--- src/rtl/hz_pkg.sv ---
// ---------------------------------------------------------------------------
// hz_pkg
// Shared encodings for the hazard unit slice:
//   FWD_RF / FWD_W / FWD_M : E-stage forward mux selects
//   RES_LOAD               : resultsrc encoding that marks a load
//   hz_state_t             : multi-cycle scoreboard states
// ---------------------------------------------------------------------------
package hz_pkg;

    localparam logic [1:0] FWD_RF   = 2'b00;
    localparam logic [1:0] FWD_W    = 2'b01;
    localparam logic [1:0] FWD_M    = 2'b10;

    localparam logic [1:0] RES_LOAD = 2'b01;

    typedef enum logic {
        HZ_IDLE = 1'b0,
        HZ_BUSY = 1'b1
    } hz_state_t;

endpackage

--- src/rtl/hz_unit_mc_if.sv ---
// ---------------------------------------------------------------------------
// hz_unit_mc_if
// Bundle between the datapath and the hazard unit.
//   master : datapath side, drives register addresses / control, receives
//            stall, flush and forward selects
//   slave  : hazard unit side
// Parameters: AW (register address width), CNT_W (perf counter width, only
// present when HZ_PERF_CNT_EN is defined, together with stall_cycles and
// flush_cycles).
// ---------------------------------------------------------------------------
interface hz_unit_mc_if #(
    parameter int AW = 5
`ifdef HZ_PERF_CNT_EN
    , parameter int CNT_W = 32
`endif
);
    // D stage
    logic [AW-1:0] rs1d;
    logic [AW-1:0] rs2d;
    logic [AW-1:0] rdd;
    logic          regwrited;
    // E stage
    logic [AW-1:0] rs1e;
    logic [AW-1:0] rs2e;
    logic [AW-1:0] rde;
    logic [1:0]    pcsrce;
    logic [1:0]    resultsrce;
    logic          mc_start_e;
    logic          mc_done;
    // M / W stages
    logic [AW-1:0] rdm;
    logic          regwritem;
    logic [AW-1:0] rdw;
    logic          regwritew;
    // Hazard responses
    logic          stallf;
    logic          stalld;
    logic          stalle;
    logic          flushd;
    logic          flushe;
    logic [1:0]    fwae;
    logic [1:0]    fwbe;
    logic          mc_busy;
    logic          mc_err;
`ifdef HZ_PERF_CNT_EN
    logic [CNT_W-1:0] stall_cycles;
    logic [CNT_W-1:0] flush_cycles;
`endif

    modport master (
        output rs1d, rs2d, rdd, regwrited,
        output rs1e, rs2e, rde, pcsrce, resultsrce, mc_start_e, mc_done,
        output rdm, regwritem, rdw, regwritew,
        input  stallf, stalld, stalle, flushd, flushe, fwae, fwbe,
        input  mc_busy, mc_err
`ifdef HZ_PERF_CNT_EN
        , input stall_cycles, flush_cycles
`endif
    );

    modport slave (
        input  rs1d, rs2d, rdd, regwrited,
        input  rs1e, rs2e, rde, pcsrce, resultsrce, mc_start_e, mc_done,
        input  rdm, regwritem, rdw, regwritew,
        output stallf, stalld, stalle, flushd, flushe, fwae, fwbe,
        output mc_busy, mc_err
`ifdef HZ_PERF_CNT_EN
        , output stall_cycles, flush_cycles
`endif
    );

endinterface

--- src/rtl/hz_fwd_sel.sv ---
// ---------------------------------------------------------------------------
// hz_fwd_sel
// Forward select for one E-stage source operand.
//   rs                 : E-stage source register
//   rdm / regwritem    : M-stage destination and write enable
//   rdw / regwritew    : W-stage destination and write enable
//   sel                : FWD_M, FWD_W or FWD_RF
// The M stage holds the younger result, so it wins over W. x0 never
// forwards because it always reads as zero.
// ---------------------------------------------------------------------------
module hz_fwd_sel
    import hz_pkg::*;
#(
    parameter int AW = 5
) (
    input  logic [AW-1:0] rs,
    input  logic [AW-1:0] rdm,
    input  logic          regwritem,
    input  logic [AW-1:0] rdw,
    input  logic          regwritew,
    output logic [1:0]    sel
);

    logic rs_nz;
    assign rs_nz = (rs != '0);

    always_comb begin
        sel = FWD_RF;
        if (rs_nz && regwritem && (rs == rdm)) begin
            sel = FWD_M;
        end else if (rs_nz && regwritew && (rs == rdw)) begin
            sel = FWD_W;
        end
    end

endmodule

--- src/rtl/hz_unit_mc.sv ---
// ---------------------------------------------------------------------------
// hz_unit_mc
// Hazard unit for the 5-stage core with one variable-latency multi-cycle
// execute unit (MUL/DIV).
//   clk, rst   : clock, synchronous active-high reset
//   bus        : hz_unit_mc_if.slave (D/E/M/W register info in, stall /
//                flush / forward selects and scoreboard status out)
// Parameters:
//   AW         : register address width
//   MC_MAX_LAT : watchdog limit on busy cycles (>= 2)
//   CNT_W      : perf counter width (only with HZ_PERF_CNT_EN)
// Optional feature: define HZ_PERF_CNT_EN to add the saturating
// stall_cycles / flush_cycles counters.
//
// All stall, flush and forward outputs are combinational from the inputs
// and the registered scoreboard; every output is held at zero while rst
// is high.
// ---------------------------------------------------------------------------
module hz_unit_mc
    import hz_pkg::*;
#(
    parameter int AW         = 5,
    parameter int MC_MAX_LAT = 64
`ifdef HZ_PERF_CNT_EN
    , parameter int CNT_W    = 32
`endif
) (
    input  logic        clk,
    input  logic        rst,
    hz_unit_mc_if.slave bus
);

    localparam int CW = $clog2(MC_MAX_LAT);

    // -----------------------------------------------------------------
    // Scoreboard state
    // -----------------------------------------------------------------
    hz_state_t     state_reg;
    logic [AW-1:0] mc_rd_reg;
    logic [CW-1:0] busy_cnt_reg;
    logic          mc_err_reg;

    logic busy;
    logic wd_hit;
    assign busy   = (state_reg == HZ_BUSY);
    assign wd_hit = busy && !bus.mc_done && (busy_cnt_reg == CW'(MC_MAX_LAT - 1));

    // -----------------------------------------------------------------
    // Forwarding, one selector per E operand
    // -----------------------------------------------------------------
    logic [AW-1:0] rs_e    [2];
    logic [1:0]    fwd_sel [2];

    assign rs_e[0] = bus.rs1e;
    assign rs_e[1] = bus.rs2e;

    generate
        for (genvar gi = 0; gi < 2; gi++) begin : g_fwd
            hz_fwd_sel #(
                .AW (AW)
            ) u_fwd_sel (
                .rs        (rs_e[gi]),
                .rdm       (bus.rdm),
                .regwritem (bus.regwritem),
                .rdw       (bus.rdw),
                .regwritew (bus.regwritew),
                .sel       (fwd_sel[gi])
            );
        end
    endgenerate

    // -----------------------------------------------------------------
    // Stall / flush decisions
    // -----------------------------------------------------------------
    logic rde_nz;
    logic d_reads_rde;
    logic load_use;
    logic mc_launch;
    logic mc_use;
    logic d_reads_mc;
    logic busy_dep;
    logic struct_stall;
    logic dep_stall;
    logic branch;

    assign rde_nz      = (bus.rde != '0);
    assign d_reads_rde = (bus.rs1d == bus.rde) || (bus.rs2d == bus.rde);

    assign load_use    = (bus.resultsrce == RES_LOAD) && rde_nz && d_reads_rde;

    // An MC op only launches when the unit is free or frees up this edge;
    // otherwise it is held in E by the structural stall and checked again.
    assign mc_launch   = bus.mc_start_e && (!busy || bus.mc_done);
    assign mc_use      = mc_launch && rde_nz && d_reads_rde;

    // RAW and WAW against the in-flight result. Still active in the done
    // cycle: the regfile only holds the value from the next cycle on.
    assign d_reads_mc  = (bus.rs1d == mc_rd_reg) || (bus.rs2d == mc_rd_reg) ||
                         (bus.regwrited && (bus.rdd == mc_rd_reg));
    assign busy_dep    = busy && (mc_rd_reg != '0) && d_reads_mc;

    assign struct_stall = busy && bus.mc_start_e && !bus.mc_done;
    assign dep_stall    = load_use || mc_use || busy_dep;
    assign branch       = |bus.pcsrce;

    logic stalld_w;
    logic flushe_w;

    // A taken branch discards the younger F/D work, so it cancels F/D
    // holds. The E hold stays: the older MC op in E must not be lost.
    // A structurally held E op must not be bubbled by a dependency stall.
    assign stalld_w = !rst && !branch && (dep_stall || struct_stall);
    assign flushe_w = !rst && (branch || (dep_stall && !struct_stall));

    assign bus.stallf  = stalld_w;
    assign bus.stalld  = stalld_w;
    assign bus.stalle  = !rst && struct_stall;
    assign bus.flushd  = !rst && branch;
    assign bus.flushe  = flushe_w;
    assign bus.fwae    = rst ? FWD_RF : fwd_sel[0];
    assign bus.fwbe    = rst ? FWD_RF : fwd_sel[1];
    assign bus.mc_busy = !rst && busy;
    assign bus.mc_err  = !rst && mc_err_reg;

    // -----------------------------------------------------------------
    // Scoreboard FSM
    // -----------------------------------------------------------------
    always_ff @(posedge clk) begin
        if (rst) begin
            state_reg    <= HZ_IDLE;
            mc_rd_reg    <= '0;
            busy_cnt_reg <= '0;
            mc_err_reg   <= 1'b0;
        end else begin
            case (state_reg)
                HZ_IDLE: begin
                    // rd==0 still occupies the unit, so BUSY is entered
                    if (bus.mc_start_e) begin
                        state_reg    <= HZ_BUSY;
                        mc_rd_reg    <= bus.rde;
                        busy_cnt_reg <= '0;
                    end
                end
                HZ_BUSY: begin
                    if (bus.mc_done) begin
                        if (bus.mc_start_e) begin
                            // back-to-back: next op takes over the unit
                            mc_rd_reg    <= bus.rde;
                            busy_cnt_reg <= '0;
                        end else begin
                            state_reg    <= HZ_IDLE;
                        end
                    end else if (wd_hit) begin
                        // unit never answered: give up on the op and
                        // flag it so software can find out
                        state_reg    <= HZ_IDLE;
                        mc_err_reg   <= 1'b1;
                    end else begin
                        busy_cnt_reg <= busy_cnt_reg + CW'(1);
                    end
                end
                default: begin
                    state_reg <= HZ_IDLE;
                end
            endcase
        end
    end

`ifdef HZ_PERF_CNT_EN
    // -----------------------------------------------------------------
    // Saturating performance counters
    // -----------------------------------------------------------------
    logic [CNT_W-1:0] stall_cnt_reg;
    logic [CNT_W-1:0] flush_cnt_reg;

    always_ff @(posedge clk) begin
        if (rst) begin
            stall_cnt_reg <= '0;
            flush_cnt_reg <= '0;
        end else begin
            if (stalld_w && !(&stall_cnt_reg)) begin
                stall_cnt_reg <= stall_cnt_reg + CNT_W'(1);
            end
            if (flushe_w && !(&flush_cnt_reg)) begin
                flush_cnt_reg <= flush_cnt_reg + CNT_W'(1);
            end
        end
    end

    assign bus.stall_cycles = rst ? '0 : stall_cnt_reg;
    assign bus.flush_cycles = rst ? '0 : flush_cnt_reg;
`endif

endmodule
--- src/flat_wrapper.sv ---
// flat-port wrapper written by rule: the top's interface ports become plain ports
module hz_unit_mc_flat import hz_pkg::*;
#(
    parameter int AW         = 5,
    parameter int MC_MAX_LAT = 64

)
  (clk, rst, bus_rs1d, bus_rs2d, bus_rdd, bus_regwrited, bus_rs1e, bus_rs2e, bus_rde, bus_pcsrce, bus_resultsrce, bus_mc_start_e, bus_mc_done, bus_rdm, bus_regwritem, bus_rdw, bus_regwritew, bus_stallf, bus_stalld, bus_stalle, bus_flushd, bus_flushe, bus_fwae, bus_fwbe, bus_mc_busy, bus_mc_err);
  hz_unit_mc_if #(.AW(AW)) bus_i ();
  input  logic clk;
  input  logic rst;
  input wire logic [$bits(bus_i.rs1d)-1:0] bus_rs1d;
  input wire logic [$bits(bus_i.rs2d)-1:0] bus_rs2d;
  input wire logic [$bits(bus_i.rdd)-1:0] bus_rdd;
  input wire logic [$bits(bus_i.regwrited)-1:0] bus_regwrited;
  input wire logic [$bits(bus_i.rs1e)-1:0] bus_rs1e;
  input wire logic [$bits(bus_i.rs2e)-1:0] bus_rs2e;
  input wire logic [$bits(bus_i.rde)-1:0] bus_rde;
  input wire logic [$bits(bus_i.pcsrce)-1:0] bus_pcsrce;
  input wire logic [$bits(bus_i.resultsrce)-1:0] bus_resultsrce;
  input wire logic [$bits(bus_i.mc_start_e)-1:0] bus_mc_start_e;
  input wire logic [$bits(bus_i.mc_done)-1:0] bus_mc_done;
  input wire logic [$bits(bus_i.rdm)-1:0] bus_rdm;
  input wire logic [$bits(bus_i.regwritem)-1:0] bus_regwritem;
  input wire logic [$bits(bus_i.rdw)-1:0] bus_rdw;
  input wire logic [$bits(bus_i.regwritew)-1:0] bus_regwritew;
  output wire logic [$bits(bus_i.stallf)-1:0] bus_stallf;
  output wire logic [$bits(bus_i.stalld)-1:0] bus_stalld;
  output wire logic [$bits(bus_i.stalle)-1:0] bus_stalle;
  output wire logic [$bits(bus_i.flushd)-1:0] bus_flushd;
  output wire logic [$bits(bus_i.flushe)-1:0] bus_flushe;
  output wire logic [$bits(bus_i.fwae)-1:0] bus_fwae;
  output wire logic [$bits(bus_i.fwbe)-1:0] bus_fwbe;
  output wire logic [$bits(bus_i.mc_busy)-1:0] bus_mc_busy;
  output wire logic [$bits(bus_i.mc_err)-1:0] bus_mc_err;
  assign bus_i.rs1d = bus_rs1d;
  assign bus_i.rs2d = bus_rs2d;
  assign bus_i.rdd = bus_rdd;
  assign bus_i.regwrited = bus_regwrited;
  assign bus_i.rs1e = bus_rs1e;
  assign bus_i.rs2e = bus_rs2e;
  assign bus_i.rde = bus_rde;
  assign bus_i.pcsrce = bus_pcsrce;
  assign bus_i.resultsrce = bus_resultsrce;
  assign bus_i.mc_start_e = bus_mc_start_e;
  assign bus_i.mc_done = bus_mc_done;
  assign bus_i.rdm = bus_rdm;
  assign bus_i.regwritem = bus_regwritem;
  assign bus_i.rdw = bus_rdw;
  assign bus_i.regwritew = bus_regwritew;
  assign bus_stallf = bus_i.stallf;
  assign bus_stalld = bus_i.stalld;
  assign bus_stalle = bus_i.stalle;
  assign bus_flushd = bus_i.flushd;
  assign bus_flushe = bus_i.flushe;
  assign bus_fwae = bus_i.fwae;
  assign bus_fwbe = bus_i.fwbe;
  assign bus_mc_busy = bus_i.mc_busy;
  assign bus_mc_err = bus_i.mc_err;
  hz_unit_mc #(.AW(AW), .MC_MAX_LAT(MC_MAX_LAT)) u_core (.clk(clk), .rst(rst), .bus(bus_i));
endmodule
--- config.mk ---
export PLATFORM = sky130hd
export DESIGN_NAME = hz_unit_mc_flat
export DESIGN_NICKNAME = d
export VERILOG_FILES = /design/src/rtl/hz_pkg.sv /design/src/rtl/hz_unit_mc_if.sv /design/src/rtl/hz_fwd_sel.sv /design/src/rtl/hz_unit_mc.sv /design/src/flat_wrapper.sv
export SDC_FILE = /design/constraint.sdc
export NUM_CORES = 1
export LEC_CHECK = 0
export BUFFER_PORTS_ARGS = -buffer_cell sky130_fd_sc_hd__buf_2
export CELL_PAD_IN_SITES_DETAIL_PLACEMENT = 0
export CELL_PAD_IN_SITES_GLOBAL_PLACEMENT = 2
export CORE_ASPECT_RATIO = 0.7
export CORE_MARGIN = 4
export CORE_UTILIZATION = 25
export DETAILED_ROUTE_END_ITERATION = 8
export GPL_ROUTABILITY_DRIVEN = 0
export PLACE_DENSITY_LB_ADDON = 0.1
export SYNTH_ARGS = -nofsm -noshare
export SYNTH_HDL_FRONTEND = slang
export SYNTH_HIERARCHICAL = 1
export SYNTH_SLANG_ARGS = --single-unit
--- constraint.sdc ---
create_clock -name clk -period 2 [get_ports clk]
set_input_delay 0.4 -clock clk [delete_from_list [all_inputs] [get_ports clk]]
set_output_delay 0.4 -clock clk [all_outputs]
set_load 0.005 [all_outputs]
# After elaboration in Yosys (flattened, before gate mapping)

Cells that the tools add are included.

Word-level logic and storage cells: 84
Flip-flop bits (word level): 13

Multiplexer cells: 17
Equal/unequal tests: 13
Reductions and logical operators: 47
$add $sub $neg: 1
Bitwise operators: 2

Operator list:

| cell                                                | count |
|---|---|
| equality test 5 bit                                 | 9 |
| logical AND 1 bit                                   | 28 |
| nonzero test 5 bit                                  | 4 |
| 2-to-1 mux 6 bit                                    | 3 |
| one-hot mux 6 bit (2 select lines)                  | 1 |
| 2-to-1 mux 5 bit                                    | 2 |
| one-hot mux 5 bit (2 select lines)                  | 1 |
| logical OR 1 bit                                    | 8 |
| 2-to-1 mux 2 bit                                    | 4 |
| adder 6 x 1 -> 6 bit, second input constant         | 1 |
| equality test 6 bit, second input constant          | 1 |
| zero test 1 bit                                     | 5 |
| 2-to-1 mux 1 bit                                    | 5 |
| != test 3 bit, second input constant                | 1 |
| AND reduction 3 bit                                 | 1 |
| equality test 2 x 1 -> 1 bit, second input constant | 1 |
| != test 2 bit, second input constant                | 1 |
| inverter 1 bit                                      | 2 |
| one-hot mux 1 bit (2 select lines)                  | 1 |
| OR reduction 2 bit                                  | 1 |

# Depth between registers and ports, before layout

Gate-level depths: netlist (run 1).

Depth after elaboration: 10
Mapped depth: 7

# Hierarchy

The synthesis (run 1) kept the hierarchy.

By module, submodules not included:

| module     | area an instance (µm²) | cells each | instances |
|---|---|---|---|
| hz_unit_mc | 1058.5                 | 135        | 1 |
| hz_fwd_sel | 138.9                  | 18         | 2 |

# Worst setup path after synthesis (run 1)

No wires, ideal clock.

Path type: input to output
Start point: input bus_rde[2]
End point: output bus_stallf
Data arrival time: 1.441 ns
Path slack: 0.159 ns
Path buffers: 1
Cell stages on the path: 6
Cell sequence: or4_1 > nor2_1 > a21oi_1 > a31oi_1 > o21ai_1 > buf_4

Cells in the longest elaborated chain, start to end: 7
Elaborated cells on any way between the ends: 12
Classes of those cells: eq/ne (2); reduce/logical (10)

RTL lines:

| item                                                      | line                               | source |
|---|---|---|
| start, declared                                           | flat_wrapper.sv:18                 | `input wire logic [$bits(bus_i.rde)-1:0] bus_rde;` |
| equality test 5 bit or nonzero test 5 bit (tied branches) | hz_unit_mc.sv:87, hz_unit_mc.sv:86 |  |
| logical OR 1 bit (tied with other cells)                  | hz_unit_mc.sv:87                   | `assign d_reads_rde = (bus.rs1d == bus.rde) \|\| (bus.rs2d == bus.rde);` |
| logical AND 1 bit, on equally long branches               | hz_unit_mc.sv:89, hz_unit_mc.sv:94 |  |
| logical OR 1 bit * (2 in a row)                           | hz_unit_mc.sv:103                  | `assign dep_stall = load_use \|\| mc_use \|\| busy_dep;` |
| logical OR 1 bit *                                        | hz_unit_mc.sv:112                  | `assign stalld_w = !rst && !branch && (dep_stall \|\| struct_stall);` |
| logical AND 1 bit *                                       | hz_unit_mc.sv:112                  |  |
| end, declared                                             | flat_wrapper.sv:27                 | `output wire logic [$bits(bus_i.stallf)-1:0] bus_stallf;` |

Every way passes the cells marked *; elsewhere a longest branch is shown, timed or not.

==> tab_implementation.tex, run 1 <==
\begin{tabular}{lr}
\hline
Metric & Value \\
\hline
\multicolumn{2}{l}{\textbf{Outcome}} \\
\quad Status & finished, final reports clean \\
\multicolumn{2}{l}{\textbf{Placed design}} \\
\quad Inst Count DP & 304 \\
\quad Estimated wirelength of the detail-placed design & $\sim$3800 um \\
\quad Total of buffers placed on input and output ports & 61 \\
\quad Worst setup slack before clock tree synthesis & -45.7 ps \\
\multicolumn{2}{l}{\textbf{CTS}} \\
\quad CTS Buffer Depth & 2 \\
\quad Clock-pin slew on the worst setup and hold paths & approximately 50 ps \\
\quad Sink Count & 13 \\
\quad Number of H-tree branching levels & 1 \\
\quad CTS Buf Count & 3 \\
\quad Clock insertion delay at the later pin of the skew report & about 240 ps \\
\quad TritonCTS clock tree & built \\
\quad Buffer cell driving the clock tree root & sky130\_fd\_sc\_hd\_\_clkbuf\_8 \\
\multicolumn{2}{l}{\textbf{Timing}} \\
\quad Final count of hold timing violations & 0 \\
\quad Ratio of final minimum period to clock period & 100\% \\
\quad Crit path setup slack, layout & about 0.88 ps \\
\quad Max-slew violations & 0 \\
\quad Final worst path period need & 2000 ps \\
\quad Max-Slew Margin vs Limit & $\sim$77\% \\
\quad Total Neg Setup Slack & 0 ps \\
\quad Worst hold slack & 481 ps \\
\quad Fin Clk Skew & approximately 6 ps \\
\quad Highest achievable clock rate & 500 MHz \\
\quad Number of setup violations in the final report & 0 \\
\quad Pin slew with the least headroom to its limit & 342 ps \\
\quad Unrepaired setup endpoints after global routing & true \\
\multicolumn{2}{l}{\textbf{Die}} \\
\quad Die boundary width & around 95 um \\
\quad Effective utilization at floorplan & 26.9\% \\
\quad Row Count & 21 \\
\quad Core Footprint & 4970 um2 \\
\quad Area enclosed by the die boundary & 6600 um2 \\
\quad Chip Height & 69.2 um \\
\quad I/O pins & 62 \\
\multicolumn{2}{l}{\textbf{Yosys}} \\
\quad Post-synth EDFFs & 0 \\
\quad Number of library cell types mapped by synthesis & 37 \\
\quad Post-synthesis sequential area ratio & 19.5\% \\
\quad Average cell area after synthesis & a little under 8 um2 \\
\quad Dominant cell type by area after synthesis & sky130\_fd\_sc\_hd\_\_dfxtp\_1 \\
\quad Summed instance area of the synthesized netlist & 1340 um2 \\
\quad Share of the synthesized area in the top cell type & 19.5\% \\
\quad Post-synthesis async set-or-reset flop share & 0\% \\
\quad Synthesized instance count & 171 \\
\quad Post-Syn Nets & 223 \\
\quad Synthesis warning total & 6 \\
\quad Most used DFF post-synth & sky130\_fd\_sc\_hd\_\_dfxtp\_1 \\
\quad Post-synthesis sequential element count & 13 \\
\quad Dominant cells by area after synthesis & sky130\_fd\_sc\_hd\_\_dfxtp\_1 (19\%), sky130\_fd\_sc\_hd\_\_xnor2\_1 (19\%), sky130\_fd\_sc\_hd\_\_xor2\_1 (10\%) \\
\multicolumn{2}{l}{\textbf{Layout}} \\
\quad Antenna cells & 0 \\
\quad Synthesis-to-finish area growth & 42.7\% \\
\quad Fraction of layout instances using a drive strength above 1 & 40.4\% \\
\quad Number of flip-flops under the largest register name & 6 \\
\quad Net count, final & slightly below 300 \\
\quad Layout Cells excl Fill & 309 \\
\multicolumn{2}{l}{\textbf{Setup path}} \\
\quad Reg2reg end & u\_core/busy\_cnt\_reg[3] \\
\quad Critical register-to-register path startpoint & u\_core/busy\_cnt\_reg[0] \\
\quad Count of cells along the worst register-to-register path & 6 \\
\quad Internal reg-to-reg setup slack & 480 ps \\
\quad Largest fanout on the critical path & 3 \\
\quad Startpoint kind of the worst setup timing path & primary input \\
\quad Kind of capture point of the worst setup path & primary output \\
\quad Crit path required time & between 1500 and 2000 ps \\
\quad Critical path type & primary input to primary output \\
\quad Critical path data arrival time & 1600 ps \\
\multicolumn{2}{l}{\textbf{Pwr}} \\
\quad Combinational cell fraction of total power & approximately 36\% \\
\quad Clk pwr share & 29.1\% \\
\quad Leakage power summed over all cells & 0.000797 uW \\
\quad Cell area power density & 419 nW/um2 \\
\quad Net switching share of the total power & 31.1\% \\
\quad Internal power of the cells & around 550 uW \\
\quad Flop pwr share & a little over a third \\
\quad VDD IR max & 0.000329 V \\
\quad Sw power & 248 uW \\
\multicolumn{2}{l}{\textbf{Route}} \\
\quad Initial DRT Pass Iterations & 4 \\
\quad Detailed-route wire length on metal 1 & 2360 um \\
\quad Vias after detailed routing & 1,463 \\
\quad Routed met2 length & 1860 um \\
\quad ANT nets after route & 0 \\
\quad Top Metal Used & met4 \\
\quad Via-per-instance ratio & roughly 4.7 \\
\quad Final WL & $\sim$4600 um \\
\quad Met3 layer wire length in the routed design & 331 um \\
\quad DRT iter0 DRCs & 41 \\
\quad Wire length per cell after detailed routing & 14.8 um \\
\quad DRC Markers & 0 \\
\multicolumn{2}{l}{\textbf{Hold path}} \\
\quad WHS Path Cells & 3 \\
\quad Hold Startpoint & bus\_rde[1] \\
\quad Tightest Hold Check Type & primary input to flip-flop \\
\quad Hold Path Sink & u\_core/mc\_rd\_reg[1] \\
\multicolumn{2}{l}{\textbf{Global routing}} \\
\quad GRT Resource Usage Total & between 10\% and 20\% \\
\quad Number of global-route vias before repair & around 1,400 \\
\quad Global route overflow & 0 \\
\quad Maximum number of pins on one net before global-route repair & 21 \\
\quad First-pass GRT wire length & 7110 um \\
\quad Number of antenna violations at the first check in global routing & 0 \\
\multicolumn{2}{l}{\textbf{Run}} \\
\quad Max-capacitance violation count & 0 \\
\hline
\end{tabular}
cell type report:
cell class / count / area, um2
clock buffer: 4 / 45.0
timing repair buffer: 72 / 417
sequential: 13 / 272
fill: 529 / 3060
tap: 69 / 86.3
multi-input combinational: 151 / 1090
critical path, cell delays in order:
cell and delay (ps):
sky130_fd_sc_hd__buf_8 100, sky130_fd_sc_hd__or4_4 540, sky130_fd_sc_hd__nor2_4 130, sky130_fd_sc_hd__and3b_1 170
sky130_fd_sc_hd__nor2b_1 120, sky130_fd_sc_hd__buf_2 140
layer usage:
metal  GRT usage, %  up-vias
li1               -      739
met1           19.9      684
met2           19.3       38
met3           2.49        2
met4           3.31        0
met5              0        -
power groups by stage:
stage	clock, uW	combinational, uW	sequential (uW)
2_1_floorplan	0	142	282
3_3_place_gp	0	260	287
3_5_place_dp	0	262	287
4_1_cts	241	266	282
5_1_grt	254	312	282
6_report	232	286	281
per-stage QoR:
stage / total power, uW / cell area (um2) / util (%)
floorplan: 424 / 1340 / -
global placement: 548 / 1750 / 35.2
detailed placement: 549 / 1750 / 35.2
CTS: 789 / 1810 / 36.5
global route: 848 / 1910 / 38.4
finish: 799 / 1910 / 38.4
cells in the mapped netlist (all sizes together), types with 4 or more instances:
library cell	instances
nor2b	8
nand2	13
xnor2	29
dfxtp	13
nand3	10
nor3	6
a21oi	13
xor2	16
nor2	15
and3	4
buf	5
or4	4
logic make-up after synthesis:
family	synth area share (%)
muxes	1.50
AOI/OAI and AO/OA	12.9
xor gates and xnor gates	29.5
buffers and inverters	3.93
adders and majority gates	0.936
DFF	19.5
and+or+nand+nor	31.7
layout by cell type (no fill, tap or decap), types with 8 or more instances in the layout:
| master | instances |
|---|---|
| sky130_fd_sc_hd__buf_4 | 11 |
| sky130_fd_sc_hd__nor2b_1 | 8 |
| sky130_fd_sc_hd__buf_2 | 57 |
| sky130_fd_sc_hd__dfxtp_1 | 8 |
| sky130_fd_sc_hd__xor2_1 | 16 |
| sky130_fd_sc_hd__xnor2_1 | 29 |
| sky130_fd_sc_hd__a21oi_1 | 12 |
| sky130_fd_sc_hd__nor2_1 | 12 |
| sky130_fd_sc_hd__nand3_1 | 9 |
| sky130_fd_sc_hd__nand2_1 | 12 |
timing repair:
item,4_1_cts,5_1_grt
endpoints found under the setup margin,4,6
gates resized for setup,8,23
setup buffers,0,1
hold buffers,0,0
pin swaps,5,10
worst max path at each step:
stage                                    from          end  slack (ps)  cells past startpoint
after floorplan                    bus_rde[2]   bus_stallf         160                      6
after global placement            bus_rs1e[0]  bus_fwae[0]         -50                      7
after detailed placement          bus_rs1e[0]  bus_fwae[0]         -50                      7
after CTS                 u_core/mc_rd_reg[2]   bus_stalld         -30                      6
after global routing      u_core/mc_rd_reg[2]   bus_flushe         -90                      6
final                             bus_rs1e[4]  bus_fwae[1]         0.9                      6
Note: power is estimated with default switching activity, not from simulation.
==> run 2, diff against run 1 <==
Settings changed: CORE_MARGIN 4 to 1, CORE_UTILIZATION 25 to 22.
Clock period 2 ns to 1.8 ns, I/O delays scaled along.
==> tab_implementation.tex, run 2 (synthesized netlist as in run 1, its figures left out) <==
\begin{tabular}{lr}
\hline
Metric & Value \\
\hline
\multicolumn{2}{l}{\textbf{Placed design}} \\
\quad Total of buffers placed on input and output ports & 61 \\
\quad Worst setup slack before clock tree synthesis & -147 ps \\
\quad Inst Count DP & 324 \\
\quad Estimated wirelength of the detail-placed design & 3680 um \\
\multicolumn{2}{l}{\textbf{Layout}} \\
\quad Synthesis-to-finish area growth & 60.8\% \\
\quad Antenna cells & 0 \\
\quad Core utilization of the finished layout & 37.1\% \\
\quad Layout Cells excl Fill & 330 \\
\quad Commonest cells after routing, fill and taps aside & sky130\_fd\_sc\_hd\_\_buf\_2 (55), sky130\_fd\_sc\_hd\_\_xnor2\_1 (26), sky130\_fd\_sc\_hd\_\_buf\_4 (22), sky130\_fd\_sc\_hd\_\_nor2\_1 (13), sky130\_fd\_sc\_hd\_\_a21oi\_1 (13) \\
\quad Net count, final & between 300 and 400 \\
\quad Most frequent standard cell in the layout excluding fill and tap cells & sky130\_fd\_sc\_hd\_\_buf\_2 \\
\quad Number of flip-flops under the largest register name & 6 \\
\quad Fraction of layout instances using a drive strength above 1 & 46.3\% \\
\multicolumn{2}{l}{\textbf{Setup path}} \\
\quad Crit path required time & 1440 ps \\
\quad Largest fanout on the critical path & 5 \\
\quad Critical path data arrival time & 1660 ps \\
\quad Startpoint kind of the worst setup timing path & flip-flop \\
\quad Critical path type & flip-flop to primary output \\
\quad Kind of capture point of the worst setup path & primary output \\
\multicolumn{2}{l}{\textbf{Timing}} \\
\quad Ratio of final minimum period to clock period & 112\% \\
\quad Crit path setup slack, layout & -221 ps \\
\quad Unrepaired setup endpoints after global routing & true \\
\quad Final worst path period need & 2020 ps \\
\quad Fin Clk Skew & roughly 0.80 ps \\
\quad Pin slew with the least headroom to its limit & 334 ps \\
\quad Max-Slew Margin vs Limit & a little under 80\% \\
\quad Total Neg Setup Slack & -882 ps \\
\quad Final count of hold timing violations & 0 \\
\quad Number of setup violations in the final report & 7 \\
\quad Max-slew violations & 0 \\
\quad Highest achievable clock rate & 495 MHz \\
\multicolumn{2}{l}{\textbf{Global routing}} \\
\quad Number of antenna violations at the first check in global routing & 0 \\
\quad Global route overflow & 0 \\
\quad GRT Resource Usage Total & 14.4\% \\
\quad First-pass GRT wire length & 7020 um \\
\quad Number of global-route vias before repair & roughly 1,400 \\
\quad Maximum number of pins on one net before global-route repair & 21 \\
\multicolumn{2}{l}{\textbf{CTS}} \\
\quad TritonCTS clock tree & built \\
\quad CTS Buffer Depth & 2 \\
\quad Buffer cell driving the clock tree root & sky130\_fd\_sc\_hd\_\_clkbuf\_8 \\
\quad Sink Count & 13 \\
\quad Number of H-tree branching levels & 1 \\
\quad Clock insertion delay at the later pin of the skew report & 240 ps \\
\quad CTS Buf Count & 3 \\
\quad Clock-pin slew on the worst setup and hold paths & 50 ps \\
\multicolumn{2}{l}{\textbf{Route}} \\
\quad Wire length per cell after detailed routing & 13.7 um \\
\quad Via-per-instance ratio & 4.50 \\
\quad DRT iter0 DRCs & 55 \\
\quad DRC Markers & 0 \\
\quad Final WL & 4530 um \\
\quad Initial DRT Pass Iterations & 4 \\
\quad Routed met2 length & 1770 um \\
\quad Met3 layer wire length in the routed design & around 260 um \\
\quad ANT nets after route & 0 \\
\quad Detailed-route wire length on metal 1 & 2490 um \\
\quad Top Metal Used & met4 \\
\quad Vias after detailed routing & 1,484 \\
\multicolumn{2}{l}{\textbf{Pwr}} \\
\quad Cell area power density & approximately 440 nW/um2 \\
\quad Leakage power summed over all cells & 0.000908 uW \\
\quad VDD IR max & 0.000318 V \\
\quad Overall power consumption & 941 uW \\
\multicolumn{2}{l}{\textbf{Run}} \\
\quad Max-capacitance violation count & 0 \\
\multicolumn{2}{l}{\textbf{Die}} \\
\quad Chip Height & between 60 and 70 um \\
\quad Row Count & 23 \\
\quad Core Footprint & 5780 um2 \\
\quad Effective utilization at floorplan & 23.1\% \\
\quad Area enclosed by the die boundary & about 6400 um2 \\
\quad Die boundary width & approximately 95 um \\
\quad I/O pins & 62 \\
\multicolumn{2}{l}{\textbf{Outcome}} \\
\quad Violated checks & negative setup slack \\
\quad Status & finished with violations \\
\multicolumn{2}{l}{\textbf{Hold path}} \\
\quad Tightest Hold Check Type & primary input to flip-flop \\
\hline
\end{tabular}
## run 2: cell count changes in the layout (fill, tap and decap cells not counted), sizes merged
cell / previous run / this run
buf: 72 / 86
clkbuf: 4 / 5
## run 2: where the power goes
part / leakage, uW / internal (uW) / switching (uW)
clock: 0.0000228 / 156 / 101
combinational: 0.000778 / 198 / 177
sequential: 0.000107 / 296 / 13.2
## run 2: final cells by class
class	instances	area [um2]
Fill cell	635	3640
Clock buffer	4	45.0
Multi-Input combinational cell	151	1180
Timing Repair Buffer	87	566
Sequential cell	13	268
Tap cell	75	93.8
## run 2: critical path, cell delays in order, from the launching register on
cell                      delay (ps)
sky130_fd_sc_hd__dfxtp_4         360
sky130_fd_sc_hd__xor2_1          140
sky130_fd_sc_hd__nor4_1          290
sky130_fd_sc_hd__and3_1          250
sky130_fd_sc_hd__nor3_2           70
sky130_fd_sc_hd__o21ai_1         180
sky130_fd_sc_hd__buf_2           140
## run 2: stage by stage
step	hold slack [ps]	instance area (um2)
2_1_floorplan	432	1340
3_3_place_gp	453	1880
3_5_place_dp	460	1880
4_1_cts	434	2060
5_1_grt	445	2150
6_report	438	2150
## run 2: routing by layer
layer / vias to the layer above / global-route usage (%)
li1: 766 / -
met1: 681 / 22.5
met2: 35 / 20.3
met3: 2 / 1.69
met4: 0 / 3.98
met5: - / 0
## run 2: path summary, 6_finish.rpt
check	start	to	slack, ps	cells past startpoint
max	u_core/mc_rd_reg[3]	bus_stalld	-220	6
min	bus_rde[1]	u_core/mc_rd_reg[1]	440	3
max reg2reg	u_core/busy_cnt_reg[0]	u_core/busy_cnt_reg[3]	310	6
min reg2reg	u_core/mc_err_reg	u_core/mc_err_reg	460	2
## run 2: what timing repair did
item                       4_1_cts  5_1_grt
setup endpoints to repair        7        8
resized for setup               27       17
hold buffers                     0        0
setup buffers                    2        1
pin swaps                       16       15
==> run 3, diff against run 2 <==
Settings changed: PLACE_DENSITY_LB_ADDON 0.1 to 0.05, SETUP_SLACK_MARGIN from default to 0.1.
==> tab_implementation.tex, run 3 (synthesized netlist as in run 1, its figures left out) <==
\begin{tabular}{lr}
\hline
Metric & Value \\
\hline
\multicolumn{2}{l}{\textbf{Timing}} \\
\quad Highest achievable clock rate & 511 MHz \\
\quad Max-slew violations & 0 \\
\quad Max-Slew Margin vs Limit & between 70\% and 80\% \\
\quad Final count of hold timing violations & 0 \\
\quad Number of setup violations in the final report & 5 \\
\quad Ratio of final minimum period to clock period & 109\% \\
\quad Crit path setup slack, layout & -155 ps \\
\quad Final worst path period need & roughly 2000 ps \\
\quad Pin slew with the least headroom to its limit & 337 ps \\
\quad Fin Clk Skew & 0.494 ps \\
\quad Unrepaired setup endpoints after global routing & true \\
\quad Worst hold slack & 442 ps \\
\multicolumn{2}{l}{\textbf{Pwr}} \\
\quad Internal power of the cells & 659 uW \\
\quad Flop pwr share & 31.6\% \\
\quad Leakage power summed over all cells & 0.000907 uW \\
\quad Clk pwr share & 27.9\% \\
\quad Combinational cell fraction of total power & 40.5\% \\
\quad Sw power & 324 uW \\
\quad Cell area power density & 445 nW/um2 \\
\quad VDD IR max & 0.000243 V \\
\quad Net switching share of the total power & between 30 and 40\% \\
\multicolumn{2}{l}{\textbf{Layout}} \\
\quad Area of all placed cells without fillers & 2210 um2 \\
\quad Fraction of layout instances using a drive strength above 1 & around half \\
\quad Layout Cells excl Fill & approximately 320 \\
\quad Total of fill cells in the finished design & 608 \\
\quad Most frequent standard cell in the layout excluding fill and tap cells & sky130\_fd\_sc\_hd\_\_buf\_2 \\
\quad Number of flip-flops under the largest register name & 6 \\
\quad Core utilization of the finished layout & 38.2\% \\
\quad Commonest cells after routing, fill and taps aside & sky130\_fd\_sc\_hd\_\_buf\_2 (52), sky130\_fd\_sc\_hd\_\_xnor2\_1 (25), sky130\_fd\_sc\_hd\_\_buf\_4 (20) \\
\quad Net count, final & roughly 300 \\
\quad Synthesis-to-finish area growth & 65.4\% \\
\quad Antenna cells & 0 \\
\multicolumn{2}{l}{\textbf{Route}} \\
\quad Wire length per cell after detailed routing & 14.8 um \\
\quad Vias after detailed routing & between 1,500 and 2,000 \\
\quad DRC Markers & 0 \\
\quad ANT nets after route & 0 \\
\quad Via-per-instance ratio & 4.65 \\
\quad DRT iter0 DRCs & 36 \\
\quad Initial DRT Pass Iterations & 4 \\
\quad Final WL & $\sim$4800 um \\
\multicolumn{2}{l}{\textbf{Global routing}} \\
\quad Number of global-route vias before repair & 1,473 \\
\quad First-pass GRT wire length & between 7000 and 8000 um \\
\quad Number of antenna violations at the first check in global routing & 0 \\
\quad GRT Resource Usage Total & between 10\% and 20\% \\
\quad Global route overflow & 0 \\
\quad Maximum number of pins on one net before global-route repair & 16 \\
\multicolumn{2}{l}{\textbf{Setup path}} \\
\quad Crit path required time & between 1000 and 1500 ps \\
\quad Critical-path cell with the highest stage delay & sky130\_fd\_sc\_hd\_\_or4\_4 \\
\quad Critical path data arrival time & 1600 ps \\
\quad Startpoint kind of the worst setup timing path & flip-flop \\
\quad Largest stage delay, worst path & 530 ps \\
\quad Largest fanout on the critical path & 4 \\
\quad Cells traversed along the worst timing path & or4\_4 > o211ai\_1 > o21ai\_2 > buf\_2 \\
\quad Critical path type & flip-flop to primary output \\
\quad Kind of capture point of the worst setup path & primary output \\
\multicolumn{2}{l}{\textbf{CTS}} \\
\quad Buffer cell driving the clock tree root & sky130\_fd\_sc\_hd\_\_clkbuf\_8 \\
\quad Sink Count & 13 \\
\quad Cts-stage hold buffer count & 0 \\
\quad CTS Buf Count & 3 \\
\quad Number of H-tree branching levels & 1 \\
\quad CTS Buffer Depth & 2 \\
\quad TritonCTS clock tree & built \\
\quad Clock-pin slew on the worst setup and hold paths & 60 ps \\
\quad Clock insertion delay at the later pin of the skew report & about 250 ps \\
\multicolumn{2}{l}{\textbf{Placed design}} \\
\quad Placed cell areas & 1820 um2 \\
\quad Inst Count DP & 317 \\
\quad Total of buffers placed on input and output ports & 61 \\
\quad Worst setup slack before clock tree synthesis & -163 ps \\
\quad Estimated wirelength of the detail-placed design & 3740 um \\
\multicolumn{2}{l}{\textbf{Outcome}} \\
\quad Violated checks & negative setup slack \\
\quad Status & finished with violations \\
\multicolumn{2}{l}{\textbf{Hold path}} \\
\quad Tightest Hold Check Type & primary input to flip-flop \\
\multicolumn{2}{l}{\textbf{Die}} \\
\quad Die boundary width & roughly 95 um \\
\quad Core Footprint & 5780 um2 \\
\quad Area enclosed by the die boundary & between 6000 and 7000 um2 \\
\quad Effective utilization at floorplan & around 23\% \\
\quad Chip Height & 67.2 um \\
\quad I/O pins & 62 \\
\quad Row Count & 23 \\
\multicolumn{2}{l}{\textbf{Run}} \\
\quad Max-capacitance violation count & 0 \\
\hline
\end{tabular}
run 3: path summary, 6_finish.rpt:
kind	startpoint	endpoint	slack, ps	cells after the start
setup / recovery	u_core/mc_rd_reg[4]	bus_stallf	-160	4
hold reg to reg	u_core/mc_err_reg	u_core/mc_err_reg	470	2
setup reg to reg	u_core/busy_cnt_reg[0]	u_core/busy_cnt_reg[3]	260	6
hold / removal	bus_rde[1]	u_core/mc_rd_reg[1]	440	3
run 3: power by group through the flow:
stage | clock network [uW] | registers, uW | logic (uW)
6_report | 274 | 310 | 398
5_1_grt | 293 | 312 | 430
4_1_cts | 278 | 309 | 355
3_5_place_dp | 0 | 318 | 307
3_3_place_gp | 0 | 318 | 306
2_1_floorplan | 0 | 313 | 157
run 3: final cells by class:
cell class	instances	area (um2)	share of cell area (%)
multi-input cells	151	1270	57.7
repair buffers	81	524	23.7
flip-flops and latches	13	272	12.3
well taps	75	93.8	4.25
clock buffers	4	45.0	2.04
run 3: routing by layer:
layer | vias to the layer above | GRT usage, % | routed length (um)
met5 | - | 0 | 0
met4 | 0 | 3.60 | 35
met3 | 4 | 1.80 | 266
met2 | 44 | 23.4 | 2120
met1 | 707 | 21.7 | 2380
li1 | 750 | - | -
run 3: stage by stage:
step	setup TNS, ps	power, uW
5_1_grt	-949	1030
2_1_floorplan	0	471
3_5_place_dp	-734	625
3_3_place_gp	-562	625
6_report	-565	982
4_1_cts	-552	942
run 3: critical path, delay by kind of cell (launching register included):
family | cells | cell delay, ps
AOI/OAI and AO/OA | 2 | 330
buffers and inverters | 1 | 130
DFF | 1 | 360
and+or+nand+nor | 1 | 530
run 3: what timing repair did:
| item | CTS | global route |
|---|---|---|
| setup endpoints to repair | 7 | 9 |
| gates resized for setup | 40 | 29 |
| pin swaps | 19 | 13 |
| setup buffers | 3 | 0 |
